===== src/rtl/ext_mem_pkg.sv =====
// Shared command field positions, tag format and beat-count helper for the
// external-memory read arbiter.
package ext_mem_pkg;

    localparam int unsigned CMD_W     = 72;
    localparam int unsigned BTT_LSB   = 0;
    localparam int unsigned BTT_MSB   = 22;
    localparam int unsigned SADDR_LSB = 32;
    localparam int unsigned SADDR_MSB = 63;
    localparam int unsigned BTT_W     = BTT_MSB - BTT_LSB + 1;
    localparam int unsigned BTT_XW    = BTT_W + 1;
    localparam int unsigned BEATS_W   = 21;
    localparam int unsigned OWNER_W   = 3;

    typedef struct packed {
        logic [OWNER_W-1:0] owner;
        logic [BEATS_W-1:0] beats_m1;
    } tag_t;

    // Beats minus one for a transfer; a zero-byte transfer still returns one beat.
    function automatic logic [BEATS_W-1:0] beats_m1(input logic [BTT_W-1:0] btt,
                                                    input int unsigned bytes_per_beat);
        logic [BTT_XW-1:0] beats;
        if (btt == '0) return '0;
        beats = (BTT_XW'(btt) + BTT_XW'(bytes_per_beat) - BTT_XW'(1)) / BTT_XW'(bytes_per_beat);
        return BEATS_W'(beats - BTT_XW'(1));
    endfunction

endpackage


===== src/rtl/ext_mem_tag_fifo.sv =====
// In-order tag FIFO, first-word-fall-through so the head steers return beats
// in the same cycle they arrive.
module ext_mem_tag_fifo
    import ext_mem_pkg::*;
#(
    parameter int unsigned AW = 3
) (
    input  logic        clk,
    input  logic        rst_n,
    input  logic        push,
    input  tag_t        push_tag,
    input  logic        pop,
    output tag_t        head,
    output logic        full,
    output logic        empty,
    output logic [AW:0] count
);

    localparam int unsigned DEPTH = 1 << AW;

    tag_t          mem [DEPTH];
    logic [AW-1:0] wptr;
    logic [AW-1:0] rptr;
    logic          do_push;
    logic          do_pop;

    assign full    = (count == (AW+1)'(DEPTH));
    assign empty   = (count == '0);
    assign do_push = push && !full;
    assign do_pop  = pop && !empty;
    assign head    = mem[rptr];

    always_ff @(posedge clk) begin
        if (do_push) mem[wptr] <= push_tag;
    end

    always_ff @(posedge clk or negedge rst_n) begin
        if (!rst_n) begin
            wptr  <= '0;
            rptr  <= '0;
            count <= '0;
        end else begin
            if (do_push) wptr <= wptr + AW'(1);
            if (do_pop)  rptr <= rptr + AW'(1);
            case ({do_push, do_pop})
                2'b10:   count <= count + (AW+1)'(1);
                2'b01:   count <= count - (AW+1)'(1);
                default: count <= count;
            endcase
        end
    end

endmodule


===== src/rtl/ext_mem_read_arbiter.sv =====
// Round-robin share of the external-memory read command channel; returned
// beats are steered to the owner recorded in the in-order tag FIFO.
module ext_mem_read_arbiter
    import ext_mem_pkg::*;
#(
    parameter int unsigned NUM_REQ    = 3,
    parameter int unsigned DATA_WIDTH = 32,
    parameter int unsigned TAG_AW     = 3
) (
    input  logic                     clk,
    input  logic                     rst_n,
    input  logic [NUM_REQ-1:0]       req_cmd_valid,
    input  logic [NUM_REQ*CMD_W-1:0] req_cmd_data,
    output logic [NUM_REQ-1:0]       req_cmd_ready,
    output logic                     mem_cmd_valid,
    output logic [CMD_W-1:0]         mem_cmd_data,
    input  logic                     mem_cmd_ready,
    input  logic [DATA_WIDTH-1:0]    mem_rd_data,
    input  logic                     mem_rd_valid,
    output logic                     mem_rd_ready,
    output logic [DATA_WIDTH-1:0]    req_rd_data,
    output logic [NUM_REQ-1:0]       req_rd_valid,
    input  logic [NUM_REQ-1:0]       req_rd_ready,
    output logic [TAG_AW:0]          outstanding
);

    localparam int unsigned PTR_W = (NUM_REQ > 1) ? $clog2(NUM_REQ) : 1;
    localparam int unsigned SUM_W = PTR_W + 1;
    localparam int unsigned BPB   = DATA_WIDTH / 8;

    typedef enum logic {ARB, ISSUE} state_t;

    state_t             state;
    logic               run;
    logic [PTR_W-1:0]   rr_ptr;
    logic [PTR_W-1:0]   grant_idx;
    logic [PTR_W-1:0]   rr_next;
    logic               grant_any;
    logic               can_grant;
    logic [CMD_W-1:0]   grant_cmd;
    tag_t               push_tag;
    tag_t               head;
    logic               fifo_full;
    logic               fifo_empty;
    logic               pop;
    logic               rd_hs;
    logic [BEATS_W-1:0] beat_cnt;

    // First valid requester at or after rr_ptr, found on a rotated copy.
    always_comb begin
        logic [NUM_REQ-1:0] rot;
        logic [SUM_W-1:0]   off;
        logic [SUM_W-1:0]   sum;
        logic [SUM_W-1:0]   nsum;
        rot = NUM_REQ'({req_cmd_valid, req_cmd_valid} >> rr_ptr);
        off = '0;
        for (int k = NUM_REQ - 1; k >= 0; k--) begin
            if (rot[k]) off = SUM_W'(k);
        end
        grant_any = |rot;
        sum = SUM_W'(rr_ptr) + off;
        if (sum >= SUM_W'(NUM_REQ)) sum = sum - SUM_W'(NUM_REQ);
        grant_idx = PTR_W'(sum);
        nsum = sum + SUM_W'(1);
        if (nsum >= SUM_W'(NUM_REQ)) nsum = nsum - SUM_W'(NUM_REQ);
        rr_next = PTR_W'(nsum);
    end

    assign can_grant = (state == ARB) && run && !fifo_full && grant_any;

    always_comb begin
        req_cmd_ready = '0;
        grant_cmd     = '0;
        for (int i = 0; i < NUM_REQ; i++) begin
            if (grant_idx == PTR_W'(i)) begin
                grant_cmd        = req_cmd_data[CMD_W*i +: CMD_W];
                req_cmd_ready[i] = can_grant;
            end
        end
        push_tag.owner    = OWNER_W'(grant_idx);
        push_tag.beats_m1 = beats_m1(grant_cmd[BTT_MSB:BTT_LSB], BPB);
    end

    always_ff @(posedge clk or negedge rst_n) begin
        if (!rst_n) begin
            state         <= ARB;
            run           <= 1'b0;
            rr_ptr        <= '0;
            mem_cmd_valid <= 1'b0;
            mem_cmd_data  <= '0;
        end else begin
            run <= 1'b1;
            case (state)
                ARB: begin
                    if (can_grant) begin
                        mem_cmd_data  <= grant_cmd;
                        mem_cmd_valid <= 1'b1;
                        rr_ptr        <= rr_next;
                        state         <= ISSUE;
                    end
                end
                ISSUE: begin
                    if (mem_cmd_ready) begin
                        mem_cmd_valid <= 1'b0;
                        state         <= ARB;
                    end
                end
            endcase
        end
    end

    // Return path: pure pass-through to the head owner; nothing claims data while empty.
    always_comb begin
        req_rd_valid = '0;
        mem_rd_ready = 1'b0;
        for (int i = 0; i < NUM_REQ; i++) begin
            if (!fifo_empty && (head.owner == OWNER_W'(i))) begin
                req_rd_valid[i] = mem_rd_valid;
                mem_rd_ready    = req_rd_ready[i];
            end
        end
    end

    assign req_rd_data = mem_rd_data;
    assign rd_hs       = mem_rd_valid && mem_rd_ready;
    assign pop         = rd_hs && (beat_cnt == head.beats_m1);

    always_ff @(posedge clk or negedge rst_n) begin
        if (!rst_n) begin
            beat_cnt <= '0;
        end else if (rd_hs) begin
            beat_cnt <= pop ? '0 : beat_cnt + BEATS_W'(1);
        end
    end

    ext_mem_tag_fifo #(
        .AW (TAG_AW)
    ) u_tag_fifo (
        .clk      (clk),
        .rst_n    (rst_n),
        .push     (can_grant),
        .push_tag (push_tag),
        .pop      (pop),
        .head     (head),
        .full     (fifo_full),
        .empty    (fifo_empty),
        .count    (outstanding)
    );

endmodule

===== config.mk =====
export PLATFORM = sky130hd
export DESIGN_NAME = ext_mem_read_arbiter
export DESIGN_NICKNAME = d
export VERILOG_FILES = /design/src/rtl/ext_mem_pkg.sv /design/src/rtl/ext_mem_tag_fifo.sv /design/src/rtl/ext_mem_read_arbiter.sv
export SDC_FILE = /design/constraint.sdc
export NUM_CORES = 1
export LEC_CHECK = 0
export CAP_MARGIN = 20
export CORE_MARGIN = 3
export CORE_UTILIZATION = 49
export DETAILED_ROUTE_END_ITERATION = 8
export GPL_ROUTABILITY_DRIVEN = 0
export PLACE_DENSITY = 0.82
export SYNTH_ARGS = -nofsm -noshare
export SYNTH_HDL_FRONTEND = slang
export SYNTH_SLANG_ARGS = --single-unit
export TNS_END_PERCENT = 50

===== constraint.sdc =====
create_clock -name clk -period 7.6 [get_ports clk]
set_input_delay 1.9 -clock clk [delete_from_list [all_inputs] [get_ports clk]]
set_output_delay 1.9 -clock clk [all_outputs]
set_load 0.01 [all_outputs]

-- Yosys cells after proc, flatten, opt, wreduce, memory -nomap -nowiden
Memory sizes are Yosys's and may differ from the RTL's.
Index checks and enable logic that the tools add are counted.
- bits in read-only memories: 0
- bits in registers: 108
- input bits: 258
- bits in writable memories: 184
- latch bits: 0
- memories: 1
- memory list (name ; depth ; width ; read ports ; clocked after Yosys merged registers in ; wr ports ; line ; source):
    u_tag_fifo.mem ; 8 ; 23 ; 1 ; 0 ; 1 ; ext_mem_tag_fifo.sv:21 ; tag_t mem [DEPTH];
- muxes and demuxes: 30
- divide/modulo/power cells: 0
- equal/unequal tests: 10
- order comparisons: 2
- bitwise logic cells: 1
- add/sub/neg operators: 12
- $mul: 0
- shifts and indexed selects: 1
- reductions and logical operators: 20
- operator list (cell ; number):
    $mux W72 ; 3
    $mux W21 ; 3
    $add A23 B3 Y23 const B ; 1
    $logic_not A23 Y1 ; 1
    $sub A23 B1 Y23 const B ; 1
    $add A21 B1 Y21 const B ; 1
    $eq A21 B21 Y1 ; 1
    $sub A21 B1 Y21 const B ; 1
    $mux W1 ; 16
    $logic_and A1 B1 Y1 ; 10
    $add A3 B1 Y3 const B ; 3
    $mux W2 ; 4
    $pmux W4 S2 ; 1
    $ge A3 B2 Y1 const B ; 2
    $shr A6 B2 Y3 ; 1
    $add A4 B1 Y4 const B ; 1
    $eq A2 B1 Y1 const B ; 2
    $eq A2 B2 Y1 const B ; 2
    $eq A4 B4 Y1 const B ; 1
    $logic_not A4 Y1 ; 1
    $pmux W1 S2 ; 2
    $reduce_and A2 Y1 ; 2
    $sub A4 B1 Y4 const B ; 1
    $add A2 B3 Y3 ; 1
    13 further kinds ; 14

-- Longest topological paths before layout
- depth after elaboration: 15
- gate-level depth with buffers: 24
- mapped depth without buffers: 22

-- By module
From an unflattened synthesis, not the netlist that was laid out.
- cell total of the unflattened synthesis: 1161
- area, all modules: 14786.7 um^2
- by module, submodules not included (module ; instances ; cells an instance ; area each (um^2)):
    ext_mem_tag_fifo ; 1 ; 345 ; 7901.3
    ext_mem_read_arbiter ; 1 ; 816 ; 6885.4

-- Worst setup path after synthesis
OpenSTA, ideal clock, no wires.
- path type: input to output
- from: input req_cmd_valid[0]
- to: output req_cmd_ready[1]
- stages: 15
- data arrival time: 5.347 ns
- path slack: 0.353 ns
- data required time: 5.700 ns
- cell sequence: nand2b_1 mux2_2 a21oi_1 ha_1 inv_1 fa_1 inv_1 ha_1 nand3b_1 a21oi_1 ha_1 clkbuf_1 clkbuf_1 buf_1 and3_1
- cells in the longest elaborated chain, start to end: 9
- elaborated cells between the ends (all ways): 12
- ends and longest elaborated chain (item ; line ; source):
    start: declaration ; ext_mem_read_arbiter.sv:12 ; input logic [NUM_REQ-1:0] req_cmd_valid,
    $shr A6 B2 Y3 * ; ext_mem_read_arbiter.sv:55 ; rot = NUM_REQ'({req_cmd_valid, req_cmd_valid} >> rr_ptr);
    $mux W2 (2 in series) ; ext_mem_read_arbiter.sv:58 ; if (rot[k]) off = SUM_W'(k);
    $mux W2 * ; ext_mem_read_arbiter.sv:58 ;
    $add A2 B3 Y3 * ; ext_mem_read_arbiter.sv:61 ; sum = SUM_W'(rr_ptr) + off;
    $ge A3 B2 Y1 ; ext_mem_read_arbiter.sv:62 ; if (sum >= SUM_W'(NUM_REQ)) sum = sum - SUM_W'(NUM_REQ);
    $mux W3 * ; ext_mem_read_arbiter.sv:62 ;
    via grant_idx[0] ; ext_mem_read_arbiter.sv:36 ; logic [PTR_W-1:0] grant_idx;
    $eq A2 B1 Y1 * ; ext_mem_read_arbiter.sv:75 ; if (grant_idx == PTR_W'(i)) begin
    $mux W1 * ; ext_mem_read_arbiter.sv:75 ;
    end: declaration ; ext_mem_read_arbiter.sv:14 ; output logic [NUM_REQ-1:0] req_cmd_ready,
The timed path passes the listed nets; every way through them passes the cells marked *.

-- Worst setup path after layout
Same ends and word-level chain as after synthesis.

==> flow_metrics.py <==
metrics = {
    "sta": {
        "worst_pin_slew_ps": 1047,
        "rsz0062_at_grt": "yes",
        "post-route-period-util": 0.9915,
        "post-route-min-period_ps": 7536,
        "hold_viol": 0,
        "whs_ps": 480.5,
        "skew_ps": 13.38,
        "maxSlewHeadroom": 0.3005,
        "fmax_mhz": 132.7,
        "finalMaxSlewViolations": 0,
        "setup_viol": 0,
    },
    "drt": {
        "dr.pass1.iters": 5,
        "route.met3.wl_mm": 4.592,
        "drc": 0,
        "top_layer": "met4",
        "wl_mm": 45.61,
        "wl_met2_mm": 22.58,
        "drtAntennaViolNets": 0,
        "wl_per_cell_um": 24.12,
        "vias": 11380,
        "m1WireLength_mm": 16.43,
        "drt_iter0_drc": 978,
        "via_per_inst": 6.020,
    },
    "yosys": {
        "syn_avg_cell_area_um2": 11.93,
        "async_reset_ff_frac": 0.3699,
        "synth.distinct_cells": 60,
        "muxShareOfSynthArea": 0.08626,
        "synth_top_family_by_area": "compound AO/OA/AOI/OAI gates",
        "yosys.area_share.adder": 0.01334,
        "synth_warnings": 0,
        "synth_cells": 1195,
        "syn_nets": 1467,
        "ys_seq_area_frac": 0.5770,
        "synthFlopType": "edfxtp_1",
        "synth_compound_area_frac": 0.1229,
        "synth-seq-cells": 292,
        "netlist_area_um2": 14260,
        "synth_edf_count": 184,
        "yosys.area_share.simple": 0.1226,
        "synth_xor_area_frac": 0.03133,
    },
    "clock_network": {
        "htreeDepth": 1,
        "cts_buffers": 30,
        "cts_num_sinks": 292,
        "worstSkewPairLatency_ps": 550,
        "ctsLongestPathBuffers": 3,
        "cts_tree": "yes",
        "post-cts-setup-buffers": 0,
        "root_buffer": "clkbuf_16",
        "cts.reportedPaths.clkPinSlew_ps": 60,
    },
    "finish": {
        "layout.nets": 1755,
        "area_delta_synth_final_pct": 31.31,
        "drive_above_1_share": 0.1009,
        "fin_area_um2": 18720,
        "layout_common_cells": "clkdlybuf4s50_1 (308), edfxtp_1 (184), nand2_1 (152), o21ai_0 (119), dfrtp_1 (107)",
        "layout_commonest_cell": "clkdlybuf4s50_1",
        "fin_util": 0.6630,
    },
    "placed_design": {
        "hpwlAfterDp_mm": 32.21,
        "placed_area_um2": 17730,
        "numPortBuffers": 309,
    },
    "run": {
        "cap_violations": 0,
    },
    "floorplanning": {
        "start_util": 0.5049,
        "dieArea_um2": 31180,
        "die_w_um": 176.6,
        "io_pins": 374,
        "rows": 61,
        "core_um2": 28240,
        "die_height_um": 176.6,
    },
    "run_status": {
        "status": "completed",
    },
    "grt": {
        "grt_pass1_vias": 11410,
        "grt.total_usage": 0.2850,
        "grt_pass1_wl_mm": 67.84,
        "antenna_found_initial": 6,
        "grt_max_degree": 78,
        "grt-ovfl-total": 0,
    },
    "critical_path": {
        "cp_max_fo": 16,
        "crit_arrival_ps": 5640,
        "worst_setup_path_end_kind": "primary output",
        "cp.required_ps": 5700,
        "crit_type": "primary input to primary output",
        "cp-start-kind": "primary input",
    },
    "min_path": {
        "hp-class": "flip-flop to flip-flop",
    },
}
flip-flops by register name (all words and copies together) (netlist names):
name,cells
beat_cnt,21
u_tag_fifo.mem,184
mem_cmd_valid,1
state,1
u_tag_fifo.rptr,3
run,1
rr_ptr,2
mem_cmd_data,72
u_tag_fifo.count,4
u_tag_fifo.wptr,3
final cells by class:
| cell class | instances | area (um2) |
|---|---|---|
| antenna | 6 | 15.01 |
| clock buffer | 35 | 790.8 |
| clock inverter | 21 | 173.9 |
| fill | 2035 | 9517 |
| inverter | 19 | 73.82 |
| multi-input combinational | 776 | 5433 |
| sequential | 292 | 8232 |
| tap | 378 | 473.0 |
| timing repair buffer | 364 | 3532 |
synthesized netlist by cell type (18+ instances only):
cell,count,share of area
clkbuf_1,45,0.012
nor2b_1,18,0.0079
a221o_1,50,0.035
buf_4,39,0.021
dfrtp_1,108,0.19
o21ai_0,120,0.042
a21oi_1,32,0.011
edfxtp_1,184,0.39
nand2_1,152,0.040
nand3b_1,25,0.013
mux2i_1,61,0.043
xnor2_1,26,0.016
nand3_1,19,0.0067
nor2_1,52,0.014
mux4_2,24,0.038
xor2_1,25,0.015
critical path, stage by stage:
cell	delay (ps)
clkdlybuf4s50_1	460
nand2b_1	190
mux2_2	270
a21oi_1	150
ha_1	150
inv_1	60
fa_1	560
inv_1	70
ha_1	210
nand3b_1	180
a21oi_1	210
buf_4	220
ha_4	240
and3_1	210
clkdlybuf4s50_1	550
path summary, 6_finish.rpt:
kind | start | endpoint | slack (ps) | depth (start not counted)
max reg2reg | rr_ptr[0]$_DFFE_PN0P_ | u_tag_fifo.mem[4][18]$_DFFE_PP_ | 1810 | 22
min in group asynchronous | rst_n | u_tag_fifo.count[1]$_DFFE_PN0P_ | 1410 | 1
min reg2reg | mem_cmd_data[31]$_DFFE_PN0P_ | mem_cmd_data[31]$_DFFE_PN0P_ | 480 | 2
max in group asynchronous | rst_n | mem_cmd_data[55]$_DFFE_PN0P_ | 4950 | 2
max | req_cmd_valid[0] | req_cmd_ready[1] | 60 | 15
min | mem_cmd_data[31]$_DFFE_PN0P_ | mem_cmd_data[31]$_DFFE_PN0P_ | 480 | 2
timing repair:
item / CTS / global route
hold buffers: 0 / 0
gates resized for setup: 0 / 1
setup endpoints to repair: 0 / 10
routing by layer:
layer,vias to the layer above,GRT usage
li1,4994,-
met1,5656,0.3462
met2,609,0.4778
met3,124,0.08989
met4,0,0.1087
met5,-,0
through the flow:
stage / cells / setup TNS [ps] / setup slack (ps)
finish: 1891 / 0 / 64.37
global route: 1891 / -146.1 / -84.73
floorplan: 1195 / 0 / 353.0
detailed placement: 1828 / -1323 / -155.6
CTS: 1884 / 0 / 91.91
global placement: 1828 / 0 / 159.1
cells by family (layout without fill, tap and decap cells):
kind of cell    after synthesis  after routing
simple gates                352            352
compound gates              266            266
xor+xnor                     51             51
flops                       292            292
buf+inv                     127            439
other cells                   1              7
fa+ha+maj                    14             14
mux                          92             92
Power is not shown: default switching activity piles up to over one toggle a cycle in this logic, so the estimate is an artifact.
